**src/rtl/mem_port_arbiter_if.sv**
```systemverilog
// Requester-side request/response bundle for the scratch-memory arbiter.
// master = requester, slave = arbiter.
interface mem_port_arbiter_if #(
   parameter int ADDR_WIDTH = 4,
   parameter int DATA_WIDTH = 8
);
   logic                  valid;
   logic                  ready;
   logic                  we;
   logic [ADDR_WIDTH-1:0] addr;
   logic [DATA_WIDTH-1:0] wdata;
   logic                  rvalid;
   logic [DATA_WIDTH-1:0] rdata;

   modport master (
      output valid, we, addr, wdata,
      input  ready, rvalid, rdata
   );

   modport slave (
      input  valid, we, addr, wdata,
      output ready, rvalid, rdata
   );
endinterface

```
**src/rtl/mem_port_arbiter.sv**
```systemverilog
// Round-robin two-requester arbiter for a single-port synchronous memory,
// with read-response routing and a whole-memory clear sweep.
module mem_port_arbiter #(
   parameter int ADDR_WIDTH = 4,
   parameter int DATA_WIDTH = 8,
   parameter int DEPTH      = 16
) (
   input  logic                  clk,
   input  logic                  rst_n,
   mem_port_arbiter_if.slave     a,
   mem_port_arbiter_if.slave     b,
   input  logic                  clr_start,
   output logic                  clr_busy,
   output logic                  clr_done,
   output logic                  mem_we,
   output logic [ADDR_WIDTH-1:0] mem_addr,
   output logic [DATA_WIDTH-1:0] mem_wdata,
   input  logic [DATA_WIDTH-1:0] mem_rdata
);

   typedef enum logic {ARB, CLEAR} state_t;

   // One extra bit so a sweep of 2**ADDR_WIDTH words terminates correctly.
   localparam logic [ADDR_WIDTH:0] LAST_CNT = (ADDR_WIDTH+1)'(DEPTH - 1);

   state_t              state_reg, state_next;
   logic [ADDR_WIDTH:0] cnt_reg, cnt_next;
   logic                last_b_reg, last_b_next;
   logic                a_rvalid_reg, b_rvalid_reg;
   logic                clr_done_reg, clr_done_next;
   logic                grant_a, grant_b;

   always_ff @(posedge clk) begin
      if (!rst_n) begin
         state_reg    <= ARB;
         cnt_reg      <= '0;
         last_b_reg   <= 1'b1;
         a_rvalid_reg <= 1'b0;
         b_rvalid_reg <= 1'b0;
         clr_done_reg <= 1'b0;
      end else begin
         state_reg    <= state_next;
         cnt_reg      <= cnt_next;
         last_b_reg   <= last_b_next;
         a_rvalid_reg <= grant_a && !a.we;
         b_rvalid_reg <= grant_b && !b.we;
         clr_done_reg <= clr_done_next;
      end
   end

   always_comb begin
      state_next    = state_reg;
      cnt_next      = cnt_reg;
      last_b_next   = last_b_reg;
      clr_done_next = 1'b0;
      grant_a       = 1'b0;
      grant_b       = 1'b0;
      case (state_reg)
         ARB: begin
            if (clr_start) begin
               state_next = CLEAR;
               cnt_next   = '0;
            end else begin
               // On a tie the requester that did not win last time goes first.
               grant_a = a.valid && (!b.valid || last_b_reg);
               grant_b = b.valid && (!a.valid || !last_b_reg);
               if (grant_a)
                  last_b_next = 1'b0;
               else if (grant_b)
                  last_b_next = 1'b1;
            end
         end
         CLEAR: begin
            cnt_next = cnt_reg + 1'b1;
            if (cnt_reg == LAST_CNT) begin
               state_next    = ARB;
               clr_done_next = 1'b1;
            end
         end
         default: state_next = ARB;
      endcase
   end

   always_comb begin
      a.ready   = rst_n && grant_a;
      b.ready   = rst_n && grant_b;
      a.rvalid  = rst_n && a_rvalid_reg;
      b.rvalid  = rst_n && b_rvalid_reg;
      a.rdata   = mem_rdata;
      b.rdata   = mem_rdata;
      clr_busy  = rst_n && (state_reg == CLEAR);
      clr_done  = rst_n && clr_done_reg;
      mem_we    = 1'b0;
      mem_addr  = a.addr;
      mem_wdata = a.wdata;
      if (state_reg == CLEAR) begin
         mem_we    = rst_n;
         mem_addr  = cnt_reg[ADDR_WIDTH-1:0];
         mem_wdata = '0;
      end else if (grant_b) begin
         mem_we    = rst_n && b.we;
         mem_addr  = b.addr;
         mem_wdata = b.wdata;
      end else begin
         mem_we    = rst_n && grant_a && a.we;
      end
   end

endmodule

```
**src/flat_wrapper.sv**
```systemverilog
// flat-port wrapper written by rule: the top's interface ports become plain ports
module mem_port_arbiter_flat 
#(
   parameter int ADDR_WIDTH = 4,
   parameter int DATA_WIDTH = 8,
   parameter int DEPTH      = 16
)
  (clk, rst_n, clr_start, clr_busy, clr_done, mem_we, mem_addr, mem_wdata, mem_rdata, a_valid, a_we, a_addr, a_wdata, a_ready, a_rvalid, a_rdata, b_valid, b_we, b_addr, b_wdata, b_ready, b_rvalid, b_rdata);
  mem_port_arbiter_if #(.ADDR_WIDTH(ADDR_WIDTH), .DATA_WIDTH(DATA_WIDTH)) a_i ();
  mem_port_arbiter_if #(.ADDR_WIDTH(ADDR_WIDTH), .DATA_WIDTH(DATA_WIDTH)) b_i ();
  input  logic clk;
  input  logic rst_n;
  input  logic clr_start;
  output logic clr_busy;
  output logic clr_done;
  output logic mem_we;
  output logic [ADDR_WIDTH-1:0] mem_addr;
  output logic [DATA_WIDTH-1:0] mem_wdata;
  input  logic [DATA_WIDTH-1:0] mem_rdata;
  input wire logic [$bits(a_i.valid)-1:0] a_valid;
  input wire logic [$bits(a_i.we)-1:0] a_we;
  input wire logic [$bits(a_i.addr)-1:0] a_addr;
  input wire logic [$bits(a_i.wdata)-1:0] a_wdata;
  output wire logic [$bits(a_i.ready)-1:0] a_ready;
  output wire logic [$bits(a_i.rvalid)-1:0] a_rvalid;
  output wire logic [$bits(a_i.rdata)-1:0] a_rdata;
  input wire logic [$bits(b_i.valid)-1:0] b_valid;
  input wire logic [$bits(b_i.we)-1:0] b_we;
  input wire logic [$bits(b_i.addr)-1:0] b_addr;
  input wire logic [$bits(b_i.wdata)-1:0] b_wdata;
  output wire logic [$bits(b_i.ready)-1:0] b_ready;
  output wire logic [$bits(b_i.rvalid)-1:0] b_rvalid;
  output wire logic [$bits(b_i.rdata)-1:0] b_rdata;
  assign a_i.valid = a_valid;
  assign a_i.we = a_we;
  assign a_i.addr = a_addr;
  assign a_i.wdata = a_wdata;
  assign a_ready = a_i.ready;
  assign a_rvalid = a_i.rvalid;
  assign a_rdata = a_i.rdata;
  assign b_i.valid = b_valid;
  assign b_i.we = b_we;
  assign b_i.addr = b_addr;
  assign b_i.wdata = b_wdata;
  assign b_ready = b_i.ready;
  assign b_rvalid = b_i.rvalid;
  assign b_rdata = b_i.rdata;
  mem_port_arbiter #(.ADDR_WIDTH(ADDR_WIDTH), .DATA_WIDTH(DATA_WIDTH), .DEPTH(DEPTH)) u_core (.clk(clk), .rst_n(rst_n), .a(a_i), .b(b_i), .clr_start(clr_start), .clr_busy(clr_busy), .clr_done(clr_done), .mem_we(mem_we), .mem_addr(mem_addr), .mem_wdata(mem_wdata), .mem_rdata(mem_rdata));
endmodule
```
**config.mk**
```make
export PLATFORM = sky130hd
export DESIGN_NAME = mem_port_arbiter_flat
export DESIGN_NICKNAME = d
export VERILOG_FILES = /design/src/rtl/mem_port_arbiter_if.sv /design/src/rtl/mem_port_arbiter.sv /design/src/flat_wrapper.sv
export SDC_FILE = /design/constraint.sdc
export NUM_CORES = 1
export LEC_CHECK = 0
export ABC_AREA = 0
export CORE_UTILIZATION = 55
export DETAILED_ROUTE_END_ITERATION = 10
export DONT_BUFFER_PORTS = 1
export HOLD_SLACK_MARGIN = 0.05
export PLACE_DENSITY_LB_ADDON = 0.25
export SYNTH_ARGS = -nofsm -noshare
export SYNTH_HDL_FRONTEND = slang
export SYNTH_SLANG_ARGS = --single-unit
```
**constraint.sdc**
```tcl
create_clock -name clk -period 1.4 [get_ports clk]
set_clock_uncertainty 0.05 [all_clocks]
set_input_delay 0.07 -clock clk [delete_from_list [all_inputs] [get_ports clk]]
set_output_delay 0.07 -clock clk [all_outputs]
set_load 0.05 [all_outputs]
```
**After elaboration in Yosys (flattened, before gate mapping)**

Cells that the tools add are included.

- Register bits: 10
- Bits of input ports: 39
- Output and inout port bits: 35
- Logic and storage cells: 51

- $add $sub $neg: 1
- Equality and inequality tests: 2
- Multiplexer cells: 18
- Bitwise gates (word level): 2
- Reductions and logical operators: 22

Operators with widths:

| operator | number |
|---|---|
| $mux 8 | 2 |
| $logic_and 1x1->1 | 12 |
| $mux 1 | 11 |
| $pmux 5 s2 | 1 |
| $mux 4 | 2 |
| $add 5x1->5 const B | 1 |
| $eq 5x4->1 const B | 1 |
| $logic_not 1->1 | 5 |
| $mux 5 | 1 |
| $reduce_and 3->1 | 1 |
| $logic_or 1x1->1 | 2 |
| $ne 2x2->1 const B | 1 |
| $not 1->1 | 2 |
| $pmux 1 s2 | 1 |
| $reduce_and 2->1 | 1 |
| $reduce_bool 2->1 | 1 |

**Longest topological paths before layout**

Gate-level depths: netlist (run 1).

- Word-level depth: 9
- Mapped depth: 6
- Mapped depth without buffers: 6

**Worst setup path after synthesis (run 1)**

No wires, ideal clock.

- Kind: register to output
- From: register u_core.state_reg
- To: output mem_wdata[6]
- Data arrival time: 1823 ps
- Setup slack: -543 ps
- Stages on the path, launching flop included: 5
- Cells stage by stage: dfxtp_1 buf_6 clkbuf_1 nand2b_1 o21ai_0

- Word-level cells in the longest chain between the ends: 3

RTL lines:

| item | RTL line | RTL |
|---|---|---|
| from (decl) | mem_port_arbiter.sv:26 | `state_t state_reg, state_next;` |
| from (signal assigned) | mem_port_arbiter.sv:42 | `state_reg <= state_next;` |
| $mux 1 | mem_port_arbiter.sv:58 | `case (state_reg)` |
| $mux 8 | mem_port_arbiter.sv:100 | `end else if (grant_b) begin` |
| $mux 8 (*) | mem_port_arbiter.sv:96 | `if (state_reg == CLEAR) begin` |
| to (decl) | flat_wrapper.sv:18 | `output logic [DATA_WIDTH-1:0] mem_wdata;` |

Every way passes the cells marked *; elsewhere a longest branch is shown, timed or not.

**Worst setup path in the final report (run 1)**

Ends and elaborated chain as after synthesis.

==> results of run 1 <==
placed cells by master (no fill, tap or decap), types with 2 or more instances in the layout:
| cell | instances |
|---|---|
| a221o_1 | 2 |
| dfxtp_2 | 2 |
| and2_1 | 4 |
| nor2b_1 | 7 |
| nand3_1 | 9 |
| buf_6 | 3 |
| nand2b_1 | 8 |
| nor2_1 | 2 |
| o21ai_2 | 9 |
| dfxtp_1 | 8 |
| clkbuf_4 | 3 |
| buf_12 | 11 |
| nand2_1 | 4 |
| and2_2 | 2 |
| inv_1 | 2 |
| a21oi_1 | 2 |
| dlygate4sd3_1 | 5 |
| buf_4 | 10 |
| o21ai_0 | 2 |
| and3_1 | 5 |
what timing repair did:
item / CTS / global route
pin swaps: 5 / 2
buffers inserted: 1 / 1
hold endpoints to repair: 10 / 0
resized for setup: 13 / 3
setup endpoints to repair: 15 / 16
hold buffers: 5 / 0
stage by stage:
step,hold slack [ps],util,setup TNS (ps),worst slack (ps)
finish,53.3,0.850,-3550,-288
global route,53.8,0.850,-4240,-335
CTS,51.2,0.838,-3510,-282
detailed placement,90.5,0.746,-44.9,-44.9
global placement,90.5,0.746,0,36.2
floorplan,91.6,-,-173,-78.2
where the power goes:
part	switching [µW]	total [µW]	internal, µW
logic	268	477	209
registers	8.06	301	293
clock network	110	268	158
total	386	1050	660
critical path, cell delays in order (launching register included):
cell and delay, ps:
dfxtp_2 350, or3b_4 440, nor2_8 140, buf_12 130, o21ai_2 80, buf_12 150
area by class of cell:
cell class	instances	area (µm²)	area share
Multi-Input combinational cell	79	604	0.478
Timing Repair Buffer	30	394	0.312
Sequential cell	10	203	0.160
Clock buffer	4	36.3	0.0287
Tap cell	16	20.0	0.0158
Inverter	2	7.51	0.00593
how the worst max path moves through the flow:
stage                               to  slack, ps                        start
after floorplan            mem_addr[3]        -80  u_core.state_reg$_SDFF_PN0_
after global placement     mem_addr[0]         40  u_core.state_reg$_SDFF_PN0_
after detailed placement   mem_addr[0]        -40  u_core.state_reg$_SDFF_PN0_
after CTS                 mem_wdata[6]       -280  u_core.state_reg$_SDFF_PN0_
after global routing      mem_wdata[5]       -330  u_core.state_reg$_SDFF_PN0_
final                     mem_wdata[6]       -290  u_core.state_reg$_SDFF_PN0_
layer usage:
layer  wire [µm]  track usage
met1         887        0.291
met2        1430        0.534
met3         173       0.0783
met4          61        0.123
met5           0            0
kinds of logic after synthesis:
family / share of synthesized area
flops: 0.228
simple gates: 0.377
buf+inv: 0.181
fa+ha+maj: 0.0285
compound gates: 0.185
==> metrics.txt, run 1 <==
Tcrit/Tclk final=1.21; hold path endpoint=u_core.b_rvalid_reg$_SDFF_PN0_; hpwl dp=1770 µm; antenna cells=0; clk buf depth=2; vias in the first global route=888; Power Density=827 nW/µm²; max FFs per register=5; Non-Filler Instances=141; status=finished, violations left; Reg clk slew, reported paths=70 ps; initial antenna violation count=0; Routed WL=2550 µm; clock sink total=10; ys async rst share=0; IO Port Bufs=0; minimum clock period=1690 ps; Post-DRT Antenna Nets=0; Top FF cell, synth=dfxtp_1; setup slack, reg-to-reg=approximately 40 ps; CP Launch Type=register; max cap viols=0; worst slew pin tran=497 ps; CP Capture Type=primary output; Die Wd=about 42 µm; cell area after layout=1260 µm²; Fin. Hold Viols=0; layout cell share with drive strength beyond 1=0.448; Initial Utilization=0.589; gr usage total=0.286; first-pass GRT wire length=3840 µm; nets=around 170; pin count of the biggest net entering global routing=15; Leak=0.000529 µW; DP Area=about 1100 µm²; Mapped Nets=154; global route overflow=0; Synth area leaders=dfxtp_1 23%, buf_4 14%, o21ai_0 6.3%; synth unique cells=32; number of flops mapped to enable cells by yosys=0; Rows=14; top fanout value on the critical path=6; cell accounting for the most synthesized area=dfxtp_1; Post-Syn Area=~900 µm²; critical path class=reg2out; reg-to-reg startpoint=u_core.cnt_reg[0]$_SDFFE_PN0N_; final total power=1050 µW; 1st-pass router iterations=7; worst hold path class=in2reg; I/O Pins=74; Max-slew headroom=0.671; Commonest cells post-synth=16 x buf_4, 11 x o21ai_0, 10 x dfxtp_1, 9 x nand3_1, 8 x nand2b_1; Yosys Warn Count=0; failing checks=DRC, setup timing; setup violators final=15; Syn-to-layout area delta=44.2%; Critical Path RT=1280 ps; fmax=slightly below 0.6 GHz; CTS tree=yes; WHS Path Cells=2; post-route DRC violation count=1; RePlAce Congestion=0.743; number of DRC markers in iteration 0=16; FF+latch count, synth=10; H-tree depth=1; Final Max Tran Viols=0; wire length per cell=between 15 and 20 µm; Core ar.=1490 µm²; Root Driver=clkbuf_4; Synth Area per Inst=7.76 µm²; Syn Inst Count=about 110; worst reg2reg path endpoint=u_core.cnt_reg[4]$_SDFFE_PN0N_; worst-skew pair later-pin latency=270 ps; Worst EP arrival=1570 ps; height of the die=roughly 42 µm; vias per inst=6.04; Yosys top cell area share=0.228; RSZ-0062 raised after global routing=yes; placed cell count=130; worst setup margin=-288 ps; Via Count=851; count leader, synth=buf_4; # fillers=slightly below 90; Min-Delay Startpoint=rst_n; post-synthesis sequential area ratio=0.228; FF-to-FF path depth=5; IR drop worst, VDD=0.681 mV; TritonCTS Buffers=3; die area=1760 µm²
No activity file was read; power rests on OpenSTA's default activity.
==> run 2: changes to the inputs <==
- PLACE_DENSITY: not set -> 0.82
- PLACE_DENSITY_LB_ADDON: 0.25 -> not set
- SETUP_SLACK_MARGIN: not set -> 0.4
==> run 2 against run 1 <==
Against the previous run: the run now fails in global routing; area after synthesis is the same; synthesized cell count is the same.
==> metrics.txt, run 2 <==
Root Driver=clkbuf_4; clk buf depth=2 (unchanged); Mapped Nets=154 (unchanged); Rows=14 (unchanged); hpwl dp=1740 µm (-1.8%); Initial Utilization=0.589 (unchanged); RePlAce Congestion=0.781 (+5.1%); height of the die=41.9 µm (unchanged); Synth Area per Inst=7.76 µm² (unchanged); stopping stage=global routing; Yosys top cell area share=0.228 (unchanged); global route overflow=19; gr usage total=0.730; Post-Syn Area=877 µm² (unchanged); clock sink total=10 (unchanged); ys async rst share=0 (unchanged); IO Port Bufs=0 (unchanged); cell accounting for the most synthesized area=dfxtp_1; Commonest cells post-synth=16 x buf_4, 11 x o21ai_0, 10 x dfxtp_1, 9 x nand3_1, 8 x nand2b_1; synth unique cells=32 (unchanged); DP Worst Slack=-55.6 ps (-10.7 ps); Syn Inst Count=113 (unchanged); Worst EP post-GRT repair=mem_wdata[1]; pin count of the biggest net entering global routing=18; Yosys Warn Count=0 (unchanged); I/O Pins=74 (unchanged); status=did not finish; FF+latch count, synth=10 (unchanged); TritonCTS Buffers=3 (unchanged); Worst End Pin Type=output port; Synth area leaders=dfxtp_1 23%, buf_4 14%, o21ai_0 6.3%; Error=[ERROR GRT-0232] Routing congestion too high. Check the congestion heatmap in the GUI.; Top FF cell, synth=dfxtp_1; post-synthesis sequential area ratio=0.228 (unchanged); Die Wd=41.9 µm (unchanged); number of flops mapped to enable cells by yosys=0 (unchanged); count leader, synth=buf_4; H-tree depth=1 (unchanged)
[run 2: logic make-up after synthesis]
family / synth area share
AND/OR/NAND/NOR: 0.377
AO/OA/AOI/OAI: 0.185
buffers and inverters: 0.181
flip-flops: 0.228
adder cells (fa/ha/maj): 0.0285
[run 2: repair_timing]
item | CTS
endpoints found under the hold margin | 10
hold buffers | 5
gates cloned | 0
pin swaps | 11
resized for setup | 20
setup buffers | 4
setup endpoints to repair | 29
[run 2: layer usage]
layer  GRT overflow  track usage
met2             16        0.944
met1              0        0.744
met3              0        0.452
met5              0            0
met4              3        0.806
[run 2: through the flow]
step | TNS (ps) | instance area (µm²) | std cells
2_1_floorplan | -172 | 986 | 113
3_3_place_gp | -24.7 | 1150 | 129
3_5_place_dp | -279 | 1150 | 129
4_1_cts | -3760 | 1330 | 142
==> run 3: changes to the inputs <==
- CORE_AREA: not set -> 2 2 63 65
- CORE_UTILIZATION: 55 -> not set
- DIE_AREA: not set -> 0 0 65 67
- HOLD_SLACK_MARGIN: 0.05 -> not set
- PLACE_DENSITY: 0.82 -> not set
- PLACE_DENSITY_LB_ADDON: not set -> 0.15
- SETUP_SLACK_MARGIN: 0.4 -> not set
- clock period: 1.4 -> 1.82 ns (I/O delays scaled with it)
==> run 3 against run 2 <==
Against the previous run: the flow now finishes without violations.
==> metrics.txt, run 3 (synthesis gave the netlist of run 1 again) <==
status=complete, no violations; Max-slew headroom=0.671; I/O Pins=74 (unchanged); minimum clock period=1740 ps; Sw Pwr=between 200 and 300 µW; CP Launch Type=register; max FFs per register=5; 1st-pass router iterations=3; pin count of the biggest net entering global routing=13; Rows=22 (+8); layout cell share with drive strength beyond 1=0.264; IO Port Bufs=0 (unchanged); Reg clk slew, reported paths=50 ps; Die Wd=65 µm (+55%); clk buf depth=2 (unchanged); fmax=0.573 GHz; max cap viols=0; Tcrit/Tclk final=0.959; DP Area=965 µm² (-16%); cell area after layout=1070 µm²; setup violators final=0; # fillers=411; Via Count=789; Worst EP arrival=1600 ps; critical path class=reg2out; worst hold path class=in2reg; global route overflow=0; die area=4360 µm²; Slowest cell on crit path=or3b_4; Final Core Density=0.297; Critical Path RT=between 1500 and 2000 ps; Root Driver=clkbuf_8; hpwl dp=1810 µm (+4.4%); post-route DRC violation count=0; number of DRC markers in iteration 0=12; Final Max Tran Viols=0; register share of total power=0.295; commonest cells after routing, fill and taps aside=21 x buf_4, 10 x dfxtp_1, 9 x nand3_1, 8 x nand2b_1, 8 x o21ai_1; Leak=0.000465 µW; first-pass GRT wire length=3590 µm; Routed WL=2370 µm; RePlAce Congestion=0.702 (-10%); Worst path max stage delay=470 ps; combinational share of power=0.352; TritonCTS Buffers=3 (unchanged); Power Internal=517 µW; Cell Chain, Critical Path=or3b_4 > nor2_8 > a221o_1 > buf_4; worst-skew pair later-pin latency=about 240 ps; wire length per cell=14.0 µm; nets=163; worst slew pin tran=approximately 500 ps; Initial Utilization=0.243 (-0.346); RSZ-0062 raised after global routing=no; worst setup margin=between 70 and 80 ps; Sw Share=0.345; Syn-to-layout area delta=22.3%; CP delay by family, top=simple AND/OR/NAND/NOR gates; CTS tree=yes; multi-input logic area=522 µm²; clock sink total=10 (unchanged); Fin. Hold Viols=0; CP Capture Type=primary output; initial antenna violation count=0; Core ar.=3610 µm²; IR drop worst, VDD=0.191 mV; vias in the first global route=799; vias per inst=4.67; H-tree depth=1 (unchanged); top fanout value on the critical path=9; setup TNS=0 ps; antenna cells=0; Post-DRT Antenna Nets=0; Buf/Inv on CP=1; most common cell after layout, fill and taps aside=buf_4; Clock power frac=0.353; DP Worst Slack=291 ps (+346 ps); gr usage total=0.109; Power Density=736 nW/µm²; register area=200 µm²; height of the die=67 µm (+60%)
==> run 3: metal layers <==
metal | vias to the layer above | share of wire | global-route usage
li1 | 397 | - | -
met1 | 353 | 0.43 | 0.126
met2 | 37 | 0.44 | 0.174
met3 | 2 | 0.12 | 0.0473
met4 | 0 | 0.011 | 0.0505
met5 | - | 0 | 0
==> run 3: power groups by stage <==
stage	clock network (µW)	registers, µW	logic (µW)
after CTS	286	233	276
final	278	233	278
after global routing	301	234	295
after floorplan	0	234	291
after detailed placement	0	238	267
after global placement	0	237	267
==> run 3: per-stage QoR <==
step | std cells | total power, µW | hold slack [ps]
floorplan | 113 | 525 | 113
global placement | 159 | 505 | 114
detailed placement | 159 | 505 | 115
CTS | 166 | 795 | 28.7
global route | 169 | 830 | 26.5
finish | 169 | 790 | 29.9
==> run 3: tightest hold or removal path: stages <==
cell	delay (ps)
nor3b_1	20
a21oi_1	100
nor2b_1	50
==> run 3: cell type report <==
type                            instances  share of cell area
Inverter                                2             0.00700
Timing Repair Buffer                   26               0.212
Clock buffer                            4              0.0513
Multi-Input combinational cell         79               0.487
Tap cell                               48              0.0560
Sequential cell                        10               0.187
==> run 3: final timing paths <==
| kind | to | slack [ps] | cells after the start | from |
|---|---|---|---|---|
| max | mem_addr[3] | 80 | 4 | u_core.state_reg$_SDFF_PN0_ |
| min | u_core.cnt_reg[1]$_SDFFE_PN0N_ | 30 | 3 | clr_start |
| max reg2reg | u_core.a_rvalid_reg$_SDFF_PN0_ | 340 | 4 | u_core.state_reg$_SDFF_PN0_ |
| min reg2reg | u_core.cnt_reg[3]$_SDFFE_PN0N_ | 440 | 2 | u_core.cnt_reg[3]$_SDFFE_PN0N_ |
==> run 3: what timing repair did <==
| action | 4_1_cts | 5_1_grt |
|---|---|---|
| hold endpoints to repair | 10 | 0 |
| endpoints found under the setup margin | 0 | 5 |
| buffers inserted | 0 | 3 |
| resized for setup | 0 | 0 |
| hold buffers | 3 | 0 |
